## config.mk

```make
export PLATFORM = sky130hd
export DESIGN_NAME = model_matrix_vector_sequencer
export DESIGN_NICKNAME = d
export VERILOG_FILES = /design/src/rtl/model_matrix_vector_sequencer.sv
export SDC_FILE = /design/constraint.sdc
export NUM_CORES = 2
export LEC_CHECK = 0
export CAP_MARGIN = 20
export CORE_AREA = 2 2 375 377
export CTS_CLUSTER_DIAMETER = 80
export DETAILED_ROUTE_END_ITERATION = 6
export DIE_AREA = 0 0 377 379
export GPL_TIMING_DRIVEN = 0
export PLACE_DENSITY_LB_ADDON = 0.1
export SLEW_MARGIN = 15
export SYNTH_ARGS = -nofsm -noshare
export SYNTH_HDL_FRONTEND = slang
export SYNTH_SLANG_ARGS = --single-unit
```

## constraint.sdc

```tcl
create_clock -name CLK -period 4.7 [get_ports CLK]
set_input_delay 0.94 -clock CLK [delete_from_list [all_inputs] [get_ports CLK]]
set_output_delay 0.94 -clock CLK [all_outputs]
set_load 0.02 [all_outputs]
```

## src/rtl/model_matrix_vector_sequencer.sv

```systemverilog
// Matrix-vector sequencer: DATA_OUT[i] = sum_j A[i][j]*B[j] using one shared external multiplier and adder.
// Latency: 5 cycles per element minimum (FETCH 1 + MULTIPLY 2 + ADD 2), plus 1 OUTPUT cycle per row.
// Backpressure: stalls in FETCH until DATA_IN_VALID, and in MULTIPLY/ADD until the unit's READY; no output stall.
//
// Ports:
//   CLK, RST               clock, synchronous active-low reset
//   START/READY/ERROR      operation handshake; READY and ERROR are one-cycle pulses
//   SIZE_A_I_IN/_J_IN/B_IN matrix rows, matrix columns, vector length (latched at START)
//   DATA_IN_*              operand fetch: request + (i,j) index out, valid + A[i][j], B[j] in
//   MULT_*                 multiplier start/ready handshake, operands out, product in
//   ADD_*                  adder start/ready handshake, accumulator and product out, sum in
//   DATA_OUT*              one row result per pulse of DATA_OUT_ENABLE, tagged with its row index
module model_matrix_vector_sequencer #(
  parameter int DATA_SIZE    = 64,
  parameter int CONTROL_SIZE = 4
) (
  input  logic                 CLK,
  input  logic                 RST,
  input  logic                 START,
  output logic                 READY,
  output logic                 ERROR,
  input  logic [DATA_SIZE-1:0] SIZE_A_I_IN,
  input  logic [DATA_SIZE-1:0] SIZE_A_J_IN,
  input  logic [DATA_SIZE-1:0] SIZE_B_IN,
  output logic                 DATA_IN_REQUEST,
  output logic [DATA_SIZE-1:0] INDEX_I_OUT,
  output logic [DATA_SIZE-1:0] INDEX_J_OUT,
  input  logic                 DATA_IN_VALID,
  input  logic [DATA_SIZE-1:0] DATA_A_IN,
  input  logic [DATA_SIZE-1:0] DATA_B_IN,
  output logic                 MULT_START,
  input  logic                 MULT_READY,
  output logic [DATA_SIZE-1:0] MULT_DATA_A_OUT,
  output logic [DATA_SIZE-1:0] MULT_DATA_B_OUT,
  input  logic [DATA_SIZE-1:0] MULT_DATA_IN,
  output logic                 ADD_START,
  output logic                 ADD_OPERATION,
  input  logic                 ADD_READY,
  output logic [DATA_SIZE-1:0] ADD_DATA_A_OUT,
  output logic [DATA_SIZE-1:0] ADD_DATA_B_OUT,
  input  logic [DATA_SIZE-1:0] ADD_DATA_IN,
  output logic                 DATA_OUT_ENABLE,
  output logic [DATA_SIZE-1:0] DATA_OUT_INDEX,
  output logic [DATA_SIZE-1:0] DATA_OUT
);

  // CONTROL_SIZE only configures the arithmetic units next to this block.
  if (CONTROL_SIZE < 1) begin : g_bad_control_size
    $error("CONTROL_SIZE must be at least 1");
  end

  typedef enum logic [2:0] {
    IDLE     = 3'd0,
    FETCH    = 3'd1,
    MULTIPLY = 3'd2,
    ADD      = 3'd3,
    OUTPUT   = 3'd4
  } state_t;

  state_t               state_q;
  logic [DATA_SIZE-1:0] size_i_q;
  logic [DATA_SIZE-1:0] size_j_q;
  logic [DATA_SIZE-1:0] i_q;
  logic [DATA_SIZE-1:0] j_q;
  logic [DATA_SIZE-1:0] acc_q;
  logic                 ready_q;
  logic                 error_q;
  logic                 req_q;
  logic                 mult_start_q;
  logic                 add_start_q;
  logic                 out_en_q;
  logic [DATA_SIZE-1:0] mult_a_q;
  logic [DATA_SIZE-1:0] mult_b_q;
  logic [DATA_SIZE-1:0] add_a_q;
  logic [DATA_SIZE-1:0] add_b_q;
  logic [DATA_SIZE-1:0] out_idx_q;
  logic [DATA_SIZE-1:0] out_dat_q;

  logic last_j_d;
  logic last_i_d;

  // End tests use the latched sizes, which are never zero once a run is
  // underway, so the index counters cannot wrap.
  assign last_j_d = (j_q == size_j_q - DATA_SIZE'(1));
  assign last_i_d = (i_q == size_i_q - DATA_SIZE'(1));

  always_ff @(posedge CLK) begin
    if (!RST) begin
      state_q      <= IDLE;
      size_i_q     <= '0;
      size_j_q     <= '0;
      i_q          <= '0;
      j_q          <= '0;
      acc_q        <= '0;
      ready_q      <= 1'b0;
      error_q      <= 1'b0;
      req_q        <= 1'b0;
      mult_start_q <= 1'b0;
      add_start_q  <= 1'b0;
      out_en_q     <= 1'b0;
      mult_a_q     <= '0;
      mult_b_q     <= '0;
      add_a_q      <= '0;
      add_b_q      <= '0;
      out_idx_q    <= '0;
      out_dat_q    <= '0;
    end else begin
      // All strobes are single-cycle unless re-armed below.
      ready_q      <= 1'b0;
      error_q      <= 1'b0;
      mult_start_q <= 1'b0;
      add_start_q  <= 1'b0;
      out_en_q     <= 1'b0;

      case (state_q)
        IDLE: begin
          if (START) begin
            if (SIZE_A_J_IN != SIZE_B_IN) begin
              error_q <= 1'b1;
            end else if ((SIZE_A_I_IN == '0) || (SIZE_A_J_IN == '0)) begin
              ready_q <= 1'b1;
            end else begin
              size_i_q <= SIZE_A_I_IN;
              size_j_q <= SIZE_A_J_IN;
              i_q      <= '0;
              j_q      <= '0;
              acc_q    <= '0;
              req_q    <= 1'b1;
              state_q  <= FETCH;
            end
          end
        end

        FETCH: begin
          if (DATA_IN_VALID) begin
            mult_a_q     <= DATA_A_IN;
            mult_b_q     <= DATA_B_IN;
            req_q        <= 1'b0;
            mult_start_q <= 1'b1;
            state_q      <= MULTIPLY;
          end
        end

        // mult_start_q is high only on the first MULTIPLY cycle; a READY
        // coincident with the start pulse belongs to no request of ours.
        MULTIPLY: begin
          if (!mult_start_q && MULT_READY) begin
            add_b_q     <= MULT_DATA_IN;
            add_a_q     <= acc_q;
            add_start_q <= 1'b1;
            state_q     <= ADD;
          end
        end

        ADD: begin
          if (!add_start_q && ADD_READY) begin
            acc_q <= ADD_DATA_IN;
            if (last_j_d) begin
              out_dat_q <= ADD_DATA_IN;
              out_idx_q <= i_q;
              out_en_q  <= 1'b1;
              // READY rides along with the final row's output cycle.
              ready_q   <= last_i_d;
              state_q   <= OUTPUT;
            end else begin
              j_q     <= j_q + DATA_SIZE'(1);
              req_q   <= 1'b1;
              state_q <= FETCH;
            end
          end
        end

        OUTPUT: begin
          if (last_i_d) begin
            state_q <= IDLE;
          end else begin
            i_q     <= i_q + DATA_SIZE'(1);
            j_q     <= '0;
            acc_q   <= '0;
            req_q   <= 1'b1;
            state_q <= FETCH;
          end
        end

        default: state_q <= IDLE;
      endcase
    end
  end

  assign READY           = ready_q;
  assign ERROR           = error_q;
  assign DATA_IN_REQUEST = req_q;
  assign INDEX_I_OUT     = i_q;
  assign INDEX_J_OUT     = j_q;
  assign MULT_START      = mult_start_q;
  assign MULT_DATA_A_OUT = mult_a_q;
  assign MULT_DATA_B_OUT = mult_b_q;
  assign ADD_START       = add_start_q;
  assign ADD_OPERATION   = 1'b0;
  assign ADD_DATA_A_OUT  = add_a_q;
  assign ADD_DATA_B_OUT  = add_b_q;
  assign DATA_OUT_ENABLE = out_en_q;
  assign DATA_OUT_INDEX  = out_idx_q;
  assign DATA_OUT        = out_dat_q;

endmodule
```

## Yosys cells after proc, flatten, opt, wreduce, memory -nomap -nowiden

Cells that the tools add are included.

- Bits of input ports: 454
- Register bits: 713

- Equal/unequal tests: 15
- Bitwise operators: 2
- Muxes and demuxes: 38
- $add $sub $neg: 4
- Reduce and logical (&&, ||, !) cells: 24

Operators by type and width:

| operator | count |
|---|---|
| $mux 64 | 8 |
| $pmux 64 s3 | 2 |
| $add 64x1->64 const B | 2 |
| $eq 64x64->1 | 2 |
| $logic_not 64->1 | 2 |
| $pmux 64 s2 | 1 |
| $sub 64x1->64 const B | 2 |
| $ne 64x64->1 | 1 |
| $mux 3 | 7 |
| $mux 1 | 17 |
| $ne 2x2->1 const B | 8 |
| $pmux 3 s5 | 1 |
| $reduce_and 6->1 | 2 |
| $reduce_and 3->1 | 3 |
| $reduce_and 2->1 | 4 |
| $reduce_and 8->1 | 1 |
| $reduce_and 7->1 | 1 |
| $eq 3x2->1 const B | 2 |
| $reduce_and 5->1 | 1 |
| $pmux 1 s4 | 1 |
| $reduce_and 4->1 | 1 |
| $reduce_bool 4->1 | 1 |
| $eq 3x1->1 const B | 1 |
| $eq 3x3->1 const B | 1 |
| other kinds (8) | 11 |

## Depth between registers and ports, before layout

- Word-level depth: 6
- Gate-level depth with buffers: 17

## Worst setup path after synthesis

No wires, ideal clock.

- Kind: register -> register
- Start point: register size_j_q[5]
- End point: register out_idx_q[37], in the netlist DATA_OUT_INDEX[37]
- Arrival: 4,176 ps
- Data required time: 4,583 ps
- Stages on the path, launching flop included: 18
- Setup slack: 408 ps
- Library setup time: 117 ps
- Period minus slack after synthesis: 4,292 ps
- Cell sequence: dfxtp_1 buf_6 or3_1 buf_2 or3_1 buf_2 or4_1 buf_2 or4_4 nand2_1 nand4bb_1 or4_1 buf_2 nor4b_4 buf_8 buf_12 mux2i_1 nor2b_1

- Word-level cells in the longest chain between the ends: 3

Ends and longest elaborated chain:

| what | line | source |
|---|---|---|
| start, declared | 62 | `logic [DATA_SIZE-1:0] size_j_q;` |
| start signal, assigned | 91 | `size_j_q <= '0;` |
| start signal, assigned | 124 | `size_j_q <= SIZE_A_J_IN;` |
| $sub 64x1->64 | 84 | `assign last_j_d = (j_q == size_j_q - DATA_SIZE'(1));` |
| $eq 64x64->1 | 84 |  |
| $reduce_and 3->1 (no source line) | -- |  |
| end signal, assigned | 160 | `out_idx_q <= i_q;` |
| end, declared | 76 | `logic [DATA_SIZE-1:0] out_idx_q;` |

No other way between the ends.
A chain may end at the register's enable or synchronous reset.

## Worst setup path in the final report

- Start point: register size_j_q[23]
- End point: register out_dat_q[15], in the netlist DATA_OUT[15]

- Word-level cells in the longest chain between the ends: 3

Ends and longest elaborated chain:

| what | line | source |
|---|---|---|
| $sub 64x1->64 | 84 |  |
| $eq 64x64->1 | 84 |  |
| $reduce_and 3->1 (no source line) | -- |  |
| end signal, assigned | 106 | `out_dat_q <= '0;` |
| end signal, assigned | 159 | `out_dat_q <= ADD_DATA_IN;` |
| end, declared | 77 | `logic [DATA_SIZE-1:0] out_dat_q;` |

No other way between the ends.

==> out/metrics.yaml <==
run_status:
  outcome: "complete, but fails checks"
  violations: "DRC"
clocking:
  h-tree-depth: 3
  cts.clk_slew.worst_paths_ns: 0.06
  clock_path_buffers: 3
  postCtsHoldBufs: 0
  numClockSinks: 713
  clkLatencyLatePin_ns: 0.72
  clockRootBuffer: "clkbuf_16"
  cts_made_buffers: 91
  cts_tree: "built"
timing:
  fin_ws_ns: 0.115
  period_needed_ns: 4.59
  slew_violations: 0
  setup_violations: 0
  rsz0062_at_grt: "true"
  relSlewSlack_pct: 20.7
  hold_viol: 0
  post-route-period-util_pct: 97.6
  max_freq_ghz: 0.218
  worst_slew_pin_slew_ns: 1.18
  finalSetupTns_ns: 0
  clock_skew_ns: 0.0580
routing:
  via_count: 35700
  first_pass_iters: 7
  routedWlPerCell_um: 26.8
  drt_iter0_markers: 2378
  via_per_inst: 5.05
  remaining_drc_errors: 2
  ant_nets: 0
  finalWirelength_um: 190000
setup_path:
  cp-start-kind: "register"
  path_class: "reg -> reg"
  endpoint_kind: "register"
  cp_data_required_time_ns: 5.28
  cp.arrival_ns: 5.17
  path_max_fanout: 8
global_routing:
  grt_pass1_vias: 34400
  grt_max_degree: 14
  grtUsageTotal_pct: 25.3
  antenna_found_initial: 35
  grt_overflow: 0
  grt_pass1_wl_um: 262000
yosys:
  synth.top_cell.area_share_pct: 40.2
  synth_top_area_cell: "dfxtp_1"
  synth_area_per_cell_um2: 8.71
  netlist_area_um2: 35500
  ys_ff_latch: 713
  yosys_warnings: 0
  async_reset_ff_share_pct: 0
  synth_area_leaders: "dfxtp_1 (40%), mux2i_1 (10%), nand2_1 (6.5%)"
  netlist_instances: 4075
  synth_fp_nets: 4533
  yosys.cell_types.count: 85
  ys_seq_area_share_pct: 40.2
  synth_edf_count: 0
  synth_flop_cell: "dfxtp_1"
final_layout:
  fin_cells: 7072
  syn2layout_area_growth_pct: 47.3
  final_layout_size_suffix_gt1_share_pct: 8.27
  final_nets: 5648
  fin_util_pct: 37.6
pwr:
  p_comb_share_pct: 5.6
  seqPwrFrac_pct: 42.3
  p_sw_share_pct: 23.5
  switching_power_w: 0.00336
  p_clk_share_pct: 52.2
  p_int_w: 0.0109
  cellPowerDensity_nw_per_um2: 274
  leakagePower_nw: 17.9
  vdd_drop_max_v: 0.000260
flow_run:
  drv_cap: 0
floorplan:
  die-area_um2: 143000
  floorplan.core_area_um2: 139000
  fp.dieW_um: 377
  io_pins: 973
  start_util_pct: 25.6
  die_y_um: 379
  row_count: 137
placed_design:
  dp_hpwl_um: 152000
  place_ws_ns: -1.98
  placed_cells: 6858
  gp_congestion: 0.919
  io_buffers: 971
hold_path:
  min_path_type: "reg -> reg"
## layout by cell type (no fill, tap or decap), types with 19 or more instances in the layout
cell               n
a21boi_0         260
a21oi_1          109
and2_1            23
and3_1            59
and4_1            22
buf_4             55
buf_6             25
clkbuf_1         192
clkbuf_16        103
clkbuf_2          19
clkbuf_8          20
clkdlybuf4s50_1  971
dfxtp_1          702
inv_1             31
mux2i_1          350
nand2_1          609
nand3_1          117
nand3b_1          25
nand4_1          102
nor2_1           138
nor2b_1          267
nor3_1            54
nor4_1           110
o211ai_1          25
o21ai_0           71
o31ai_1           46
or3_1             71
or4_1             87
or4_4             20
xnor2_1          103
xor2_1           118
## Yosys cell counts (19+ instances only)
cell type  instances
a21oi_1          109
nand4_1          102
inv_1             31
o31ai_1           47
buf_1             19
nand2_1          612
nor2_1           139
nand3_1          119
and3_1            59
clkbuf_1         213
or3_1             74
and2_1            23
nand3b_1          25
o21ai_0           73
or4_1            104
and4_1            22
o211ai_1          25
xor2_1           118
dfxtp_1          713
mux2i_1          353
a21boi_0         260
nor2b_1          267
xnor2_1          104
nor4_1           140
nor3_1            64
buf_2             26
## per-stage QoR
step	total power, W	hold slack (ns)	area, um^2
floorplan	0.00636	0.441	35500
global placement	0.00697	0.450	47500
detailed placement	0.00697	0.456	47600
CTS	0.0145	0.463	51700
global route	0.0147	0.481	52300
finish	0.0143	0.459	52300
## critical path, cell delays in order (launching register included)
cell and delay, ns:
dfxtp_1 0.30, buf_6 0.13, or4_4 0.51, buf_6 0.16, or3_4 0.38, buf_4 0.16
nor4_4 0.33, buf_4 0.22, o221ai_1 0.12, nor4_1 0.25, nand4_1 0.15, or4_4 0.59
nor4b_4 0.29, buf_6 0.23, clkbuf_16 0.21, clkbuf_16 0.16, mux2i_1 0.19, nor2b_1 0.06
## routing by layer
layer	up-vias	global-route usage (%)	share of wire, %	routed length, um
met1	17300	33.8	44	84100
met4	44	6.09	2.3	4400
met3	237	7.68	8.6	16300
met2	1345	39.7	45	84700
met5	-	0	0.14	267
li1	16800	-	-	-
## cell families after synthesis
kind of cell / Yosys count / share of synthesized area (%)
other cells: 1 / 0.0106
mux: 356 / 10.1
xor+xnor: 223 / 5.54
compound gates: 615 / 12.0
fa+ha+maj: 4 / 0.141
simple gates: 1837 / 27.7
flops: 713 / 40.2
buf+inv: 326 / 4.41
## timing repair
action | in CTS | in global routing
endpoints found under the hold margin | 0 | 0
pin swaps | 20 | 24
setup buffers | 35 | 17
setup endpoints to repair | 325 | 322
gates cloned | 3 | 10
resized for setup | 136 | 87
## cell type report
type,instances,area (um^2)
inverter,31,116
fill,14300,86600
clock buffer,126,2650
clock inverter,36,503
tap,1807,2260
multi-input combinational,3036,20300
timing repair buffer,1040,10500
antenna,6,15.0
sequential,713,14300
buffer,277,1540
## power by group through the flow
stage	Clock [W]	Combinational (W)	Sequential, W
2_1_floorplan	0	0.000181	0.00618
6_report	0.00746	0.000796	0.00604
5_1_grt	0.00787	0.000837	0.00604
4_1_cts	0.00765	0.000804	0.00604
3_5_place_dp	0	0.000796	0.00618
3_3_place_gp	0	0.000795	0.00618
## worst paths after layout
path	slack, ns	from	to	depth (start not counted)
worst min-delay path	0.46	MULT_DATA_A_OUT[49]	MULT_DATA_A_OUT[49]	2
worst max register to register	0.11	size_j_q[23]	DATA_OUT[15]	17
worst min register to register	0.46	MULT_DATA_A_OUT[49]	MULT_DATA_A_OUT[49]	2
worst max-delay path	0.11	size_j_q[23]	DATA_OUT[15]	17
Note: power is estimated with default switching activity, not from simulation.
